[src/rtl/alu_mc.sv]
// alu_mc: multi-cycle EX-stage ALU with a valid/ready handshake.
// Single-cycle ops register their result on the accept edge.
// Multiply uses shift-add and divide/remainder uses restoring division.
// Both iterative ops produce one bit per cycle over WIDTH cycles.
module alu_mc #(
    parameter int WIDTH = 32,
    parameter bit MD_EN = 1'b1
) (
    input  logic             clk,
    input  logic             clrn,
    input  logic             in_valid,
    output logic             in_ready,
    input  logic [WIDTH-1:0] a,
    input  logic [WIDTH-1:0] b,
    input  logic [3:0]       aluc,
    output logic             out_valid,
    input  logic             out_ready,
    output logic [WIDTH-1:0] s,
    output logic             z,
    output logic             v,
    output logic             dz
);

    localparam int SHW = $clog2(WIDTH);
    localparam int CW  = $clog2(WIDTH + 1);

    localparam logic [3:0] OP_ADD  = 4'b0000;
    localparam logic [3:0] OP_SUB  = 4'b1000;
    localparam logic [3:0] OP_AND  = 4'b0111;
    localparam logic [3:0] OP_OR   = 4'b0110;
    localparam logic [3:0] OP_XOR  = 4'b0100;
    localparam logic [3:0] OP_PASS = 4'b0010;
    localparam logic [3:0] OP_SLL  = 4'b0001;
    localparam logic [3:0] OP_SRL  = 4'b0101;
    localparam logic [3:0] OP_SRA  = 4'b1101;
    localparam logic [3:0] OP_HAM  = 4'b1111;
    localparam logic [3:0] OP_MUL  = 4'b1001;
    localparam logic [3:0] OP_DIVU = 4'b1010;
    localparam logic [3:0] OP_REMU = 4'b1110;

    typedef enum logic [1:0] {IDLE, BUSY, DONE} state_t;

    state_t state, state_n;

    // Iteration registers: acc is product / partial remainder,
    // opa is multiplicand / dividend-then-quotient, opb is multiplier / divisor.
    logic [WIDTH-1:0] acc, opa, opb;
    logic [3:0]       opc;
    logic [CW-1:0]    cnt;

    logic [WIDTH-1:0] acc_n, opa_n, opb_n, md_res;
    logic [WIDTH:0]   sh, trial;

    logic [WIDTH-1:0] sc_s;
    logic             sc_v, sc_dz;
    logic [WIDTH-1:0] b_eff, sum;
    logic signed [WIDTH-1:0] a_s;
    logic [SHW-1:0]   shamt;
    logic             is_md, b_zero, go_busy, accept, last_iter;

    function automatic logic [WIDTH-1:0] popcount(input logic [WIDTH-1:0] x);
        logic [WIDTH-1:0] n;
        n = '0;
        for (int i = 0; i < WIDTH; i++) begin
            n = n + {{(WIDTH-1){1'b0}}, x[i]};
        end
        return n;
    endfunction

    assign a_s       = a;
    assign shamt     = b[SHW-1:0];
    assign b_zero    = (b == '0);
    assign is_md     = MD_EN && ((aluc == OP_MUL) || (aluc == OP_DIVU) || (aluc == OP_REMU));
    // Divide/remainder by zero resolves immediately and never enters BUSY.
    assign go_busy   = is_md && ((aluc == OP_MUL) || !b_zero);
    assign accept    = in_valid && (state == IDLE);
    assign last_iter = (cnt == CW'(WIDTH - 1));

    // Single-cycle result, overflow and divide-by-zero from the live inputs.
    always_comb begin
        b_eff = (aluc == OP_SUB) ? (~b + WIDTH'(1)) : b;
        sum   = a + b_eff;
        sc_s  = '0;
        sc_v  = 1'b0;
        sc_dz = 1'b0;
        case (aluc)
            OP_ADD, OP_SUB: begin
                sc_s = sum;
                sc_v = (a[WIDTH-1] == b_eff[WIDTH-1]) && (sum[WIDTH-1] != a[WIDTH-1]);
            end
            OP_AND:  sc_s = a & b;
            OP_OR:   sc_s = a | b;
            OP_XOR:  sc_s = a ^ b;
            OP_PASS: sc_s = b;
            OP_SLL:  sc_s = a << shamt;
            OP_SRL:  sc_s = a >> shamt;
            OP_SRA:  sc_s = a_s >>> shamt;
            OP_HAM:  sc_s = popcount(a ^ b);
            OP_DIVU: begin
                if (MD_EN && b_zero) begin
                    sc_s  = '1;
                    sc_dz = 1'b1;
                end
            end
            OP_REMU: begin
                if (MD_EN && b_zero) begin
                    sc_s  = a;
                    sc_dz = 1'b1;
                end
            end
            default: sc_s = '0;
        endcase
    end

    // One shift-add or restoring-division step on the iteration registers.
    always_comb begin
        acc_n = acc;
        opa_n = opa;
        opb_n = opb;
        sh    = {acc, opa[WIDTH-1]};
        trial = sh - {1'b0, opb};
        if (opc == OP_MUL) begin
            acc_n = acc + (opb[0] ? opa : '0);
            opa_n = opa << 1;
            opb_n = opb >> 1;
        end else if (!trial[WIDTH]) begin
            acc_n = trial[WIDTH-1:0];
            opa_n = {opa[WIDTH-2:0], 1'b1};
        end else begin
            acc_n = sh[WIDTH-1:0];
            opa_n = {opa[WIDTH-2:0], 1'b0};
        end
        case (opc)
            OP_MUL:  md_res = acc_n;
            OP_DIVU: md_res = opa_n;
            default: md_res = acc_n;
        endcase
    end

    // State register.
    always_ff @(posedge clk) begin
        if (!clrn) state <= IDLE;
        else       state <= state_n;
    end

    // Next-state logic.
    always_comb begin
        state_n = state;
        case (state)
            IDLE:    if (accept) state_n = go_busy ? BUSY : DONE;
            BUSY:    if (last_iter) state_n = DONE;
            DONE:    if (out_ready) state_n = IDLE;
            default: state_n = IDLE;
        endcase
    end

    // Handshake outputs follow the state directly.
    always_comb begin
        in_ready  = (state == IDLE);
        out_valid = (state == DONE);
    end

    // Operand capture, iteration and result/flag registers.
    always_ff @(posedge clk) begin
        if (!clrn) begin
            acc <= '0;
            opa <= '0;
            opb <= '0;
            opc <= '0;
            cnt <= '0;
            s   <= '0;
            z   <= 1'b0;
            v   <= 1'b0;
            dz  <= 1'b0;
        end else if (state == IDLE) begin
            if (accept && go_busy) begin
                acc <= '0;
                opa <= a;
                opb <= b;
                opc <= aluc;
                cnt <= '0;
            end else if (accept) begin
                s  <= sc_s;
                z  <= (sc_s == '0);
                v  <= sc_v;
                dz <= sc_dz;
            end
        end else if (state == BUSY) begin
            acc <= acc_n;
            opa <= opa_n;
            opb <= opb_n;
            cnt <= cnt + CW'(1);
            if (last_iter) begin
                s  <= md_res;
                z  <= (md_res == '0);
                v  <= 1'b0;
                dz <= 1'b0;
            end
        end
    end

endmodule

[config.mk]
export PLATFORM = sky130hd
export DESIGN_NAME = alu_mc
export DESIGN_NICKNAME = d
export VERILOG_FILES = /design/src/rtl/alu_mc.sv
export SDC_FILE = /design/constraint.sdc
export NUM_CORES = 1
export LEC_CHECK = 0
export CAP_MARGIN = 15
export CORE_ASPECT_RATIO = 1.2
export CORE_UTILIZATION = 30
export CTS_CLUSTER_DIAMETER = 30
export DETAILED_ROUTE_END_ITERATION = 7
export GPL_ROUTABILITY_DRIVEN = 0
export PLACE_DENSITY_LB_ADDON = 0.08
export SYNTH_ARGS = -nofsm -noshare
export SYNTH_HDL_FRONTEND = slang
export SYNTH_SLANG_ARGS = --single-unit
[constraint.sdc]
create_clock -name clk -period 12.55 [get_ports clk]
set_input_delay 3.765 -clock clk [delete_from_list [all_inputs] [get_ports clk]]
set_output_delay 3.765 -clock clk [all_outputs]
set_load 0.01 [all_outputs]
==> results of run 1 <==
-- per-stage QoR --
step	setup WS (ns)	cell area, sq um	utilization	power (uW)	instances
2_1_floorplan	1.775	21790	-	1718	3066
3_3_place_gp	1.266	23630	0.3311	2276	3943
3_5_place_dp	1.105	23630	0.3311	2284	3943
4_1_cts	1.599	24200	0.3391	2818	3974
5_1_grt	1.125	24210	0.3393	3023	3978
6_report	1.446	24210	0.3393	2831	3978
-- final cells by class --
class | count | area, sq um | share of cell area
Antenna cell | 4 | 10.01 | 0.0004135
Clock buffer | 19 | 432.9 | 0.01788
Clock inverter | 12 | 137.6 | 0.005685
Inverter | 160 | 603.1 | 0.02491
Multi-Input combinational cell | 2525 | 17340 | 0.7162
Sequential cell | 143 | 2863 | 0.1182
Tap cell | 926 | 1159 | 0.04786
Timing Repair Buffer | 189 | 1667 | 0.06884
-- final timing paths --
path | from | endpoint | slack (ns) | depth (start not counted)
hold / removal | s[19]$_SDFFE_PN0P_ | s[19]$_SDFFE_PN0P_ | 0.45 | 2
hold reg to reg | s[19]$_SDFFE_PN0P_ | s[19]$_SDFFE_PN0P_ | 0.45 | 2
setup / recovery | a[3] | z$_SDFFE_PN0P_ | 1.45 | 28
setup reg to reg | opb[0]$_SDFFE_PN0P_ | z$_SDFFE_PN0P_ | 6.99 | 17
-- cell usage in the layout, fill, tap and decap left out, types with 89 or more instances in the layout --
cell type	instances
ha_1	168
nor2_1	332
a21oi_1	235
clkdlybuf4s50_1	102
dfxtp_1	143
mux2i_1	89
o21ai_0	156
nand2_1	375
nand3_1	90
inv_1	152
o211ai_1	89
-- state kept, by name, summed over array words and instances, names as in the netlist --
| name | flops |
|---|---|
| z | 1 |
| state | 2 |
| opb | 32 |
| dz | 1 |
| cnt | 6 |
| opa | 32 |
| v | 1 |
| opc | 4 |
| s | 32 |
| acc | 32 |
-- routing by layer --
layer | vias up | GRT usage | share of wire
li1 | 11180 | - | -
met1 | 11940 | 0.3603 | 0.39
met2 | 1156 | 0.5196 | 0.48
met3 | 347 | 0.03149 | 0.055
met4 | 2 | 0.2039 | 0.073
met5 | - | 0 | 0.00012
-- cells by family after synthesis --
group / after synthesis / synth area share
AND/OR/NAND/NOR: 1118 / 0.2374
AO/OA/AOI/OAI: 939 / 0.2848
buffers and inverters: 398 / 0.07512
adder cells (fa/ha/maj): 195 / 0.1213
multiplexers: 176 / 0.1092
flip-flops: 143 / 0.1314
XOR/XNOR: 97 / 0.04072
-- power groups by stage --
| stage | clock (uW) | sequential (uW) | combinational, uW |
|---|---|---|---|
| finish | 518 | 514 | 1800 |
| global route | 547 | 517 | 1960 |
| CTS | 529 | 514 | 1780 |
| detailed placement | 0 | 524 | 1760 |
| global placement | 0 | 523 | 1750 |
| floorplan | 0 | 512 | 1210 |
-- worst max-delay path: stages --
cell             delay (ns)
clkdlybuf4s50_1        0.77
inv_1                  0.15
ha_1                   0.36
fa_1                   0.55
fa_1                   0.56
inv_1                  0.05
fa_1                   0.50
inv_1                  0.05
fa_1                   0.50
fa_1                   0.53
inv_1                  0.06
fa_1                   0.47
inv_1                  0.07
ha_1                   0.19
inv_1                  0.06
fa_1                   0.37
nand2b_1               0.17
a21oi_1                0.16
mux2i_1                0.10
nor4_1                 0.27
nand3_1                0.17
nor4_1                 0.34
nand4_1                0.14
nor4_1                 0.31
nand4_1                0.26
nor4_1                 0.33
nand4_1                0.13
nand3_1                0.10
==> results_dict.tcl, run 1 <==
set metrics [dict create \
    status "finished, violations left" \
    failed_checks "design-rule violations" \
    grt_pass1_wl_mm 165.6 \
    swShare 0.4842 \
    leakagePower_uw 0.009610 \
    tightest_slew_ns 1.010 \
    start_util 0.3053 \
    final_antenna_net_count 0 \
    path_class "in2reg" \
    cts_max_level 4 \
    synth_cell_type_count 94 \
    final_max_slew_viol_count 0 \
    synth_top_cell_by_area "dfxtp_1" \
    die_width_um 248 \
    rows 107 \
    cts_setup_buffers 0 \
    drv_cap 0 \
    postSynthAreaPerCell_sq_um 7.106 \
    nNetsFinal 3303 \
    ir_drop_mv 0.1356 \
    period_share 0.8848 \
    start_kind "input pin" \
    hold_class "reg2reg" \
    overflow 0 \
    netlist_instances 3066 \
    final.min_clock_period_ns 11.10 \
    worst_hold_slack_ns 0.4545 \
    n_fill_cell 7714 \
    drc 13 \
    synth_flop_cell "dfxtp_1" \
    routed_wl_mm 114.7 \
    die_y_um 297.2 \
    ioPinCount 109 \
    cts_root_buffer "clkbuf_16" \
    slew_headroom 0.3210 \
    grt_antenna_before_repair 5 \
    pwr-share-clk 0.183 \
    critPathArrivalTime_ns 11.51 \
    syn_nets 3333 \
    vias 24620 \
    drtIter0Drc 2157 \
    clk_latency_ns 0.47 \
    final.setup.tns_ns 0 \
    rsz0062_at_grt "no" \
    dr.pass1.iters 8 \
    grt_usage 0.3060 \
    setup_violations 0 \
    synth_edf_count 0 \
    fmax_mhz 90.06 \
    path_max_fanout 12 \
    core_area_sq_um 71360 \
    endpoint_kind "flop" \
    cts_tree "done" \
    cts.clk_slew.worst_paths_ns 0.07 \
    clockBufferDepth 2 \
    synth_warnings 0 \
    yosysSeqAreaShare 0.1314 \
    internal-power_uw 1460 \
    wl_per_cell_um 28.84 \
    areaGrowthSynthToFinish_pct 11.12 \
    yosysMostFrequentCell "nand2_1" \
    synthTopCellsByCount "377 x nand2_1, 333 x nor2_1, 236 x a21oi_1" \
    dp_hpwl_mm 89.51 \
    power_frac_seq 0.182 \
    async_flop_share 0 \
    combPwrFrac 0.636 \
    ctsResizeCount 0 \
    holdBufCountCts 0 \
    viasPerCell 6.190 \
    cellPowerDensity_nw_per_um2 116.9 \
    cts_buffers 17 \
    grt_pass1_vias 23870 \
    crit_required_ns 12.96 \
    netlist.area_leader.share 0.1314 \
    skew_ns 0.01236 \
    grt_max_degree 87 \
    synth.area.top_cells "dfxtp_1 13%, ha_1 9.6%, nand2_1 6.5%" \
    p_sw_uw 1371 \
    drive_gt1_frac 0.07415 \
    syn_area_sq_um 21790 \
    hold_viol 0 \
    yosys_register_bits 143 \
    portBuffers 108 \
    dieArea_sq_um 73710 \
    clock_sinks 143 \
]
(Power assumes the default switching activity.)
==> run 2: changes to the inputs <==
--- a/config.mk
+++ b/config.mk
@@ -12,6 +12,7 @@
 export DETAILED_ROUTE_END_ITERATION = 7
 export GPL_ROUTABILITY_DRIVEN = 0
 export PLACE_DENSITY_LB_ADDON = 0.08
+export SKIP_CTS_REPAIR_TIMING = 1
 export SYNTH_ARGS = -nofsm -noshare
 export SYNTH_HDL_FRONTEND = slang
 export SYNTH_SLANG_ARGS = --single-unit
==> results of run 2 <==
The final DEF is identical to that of run 1; final timing and power are the same.
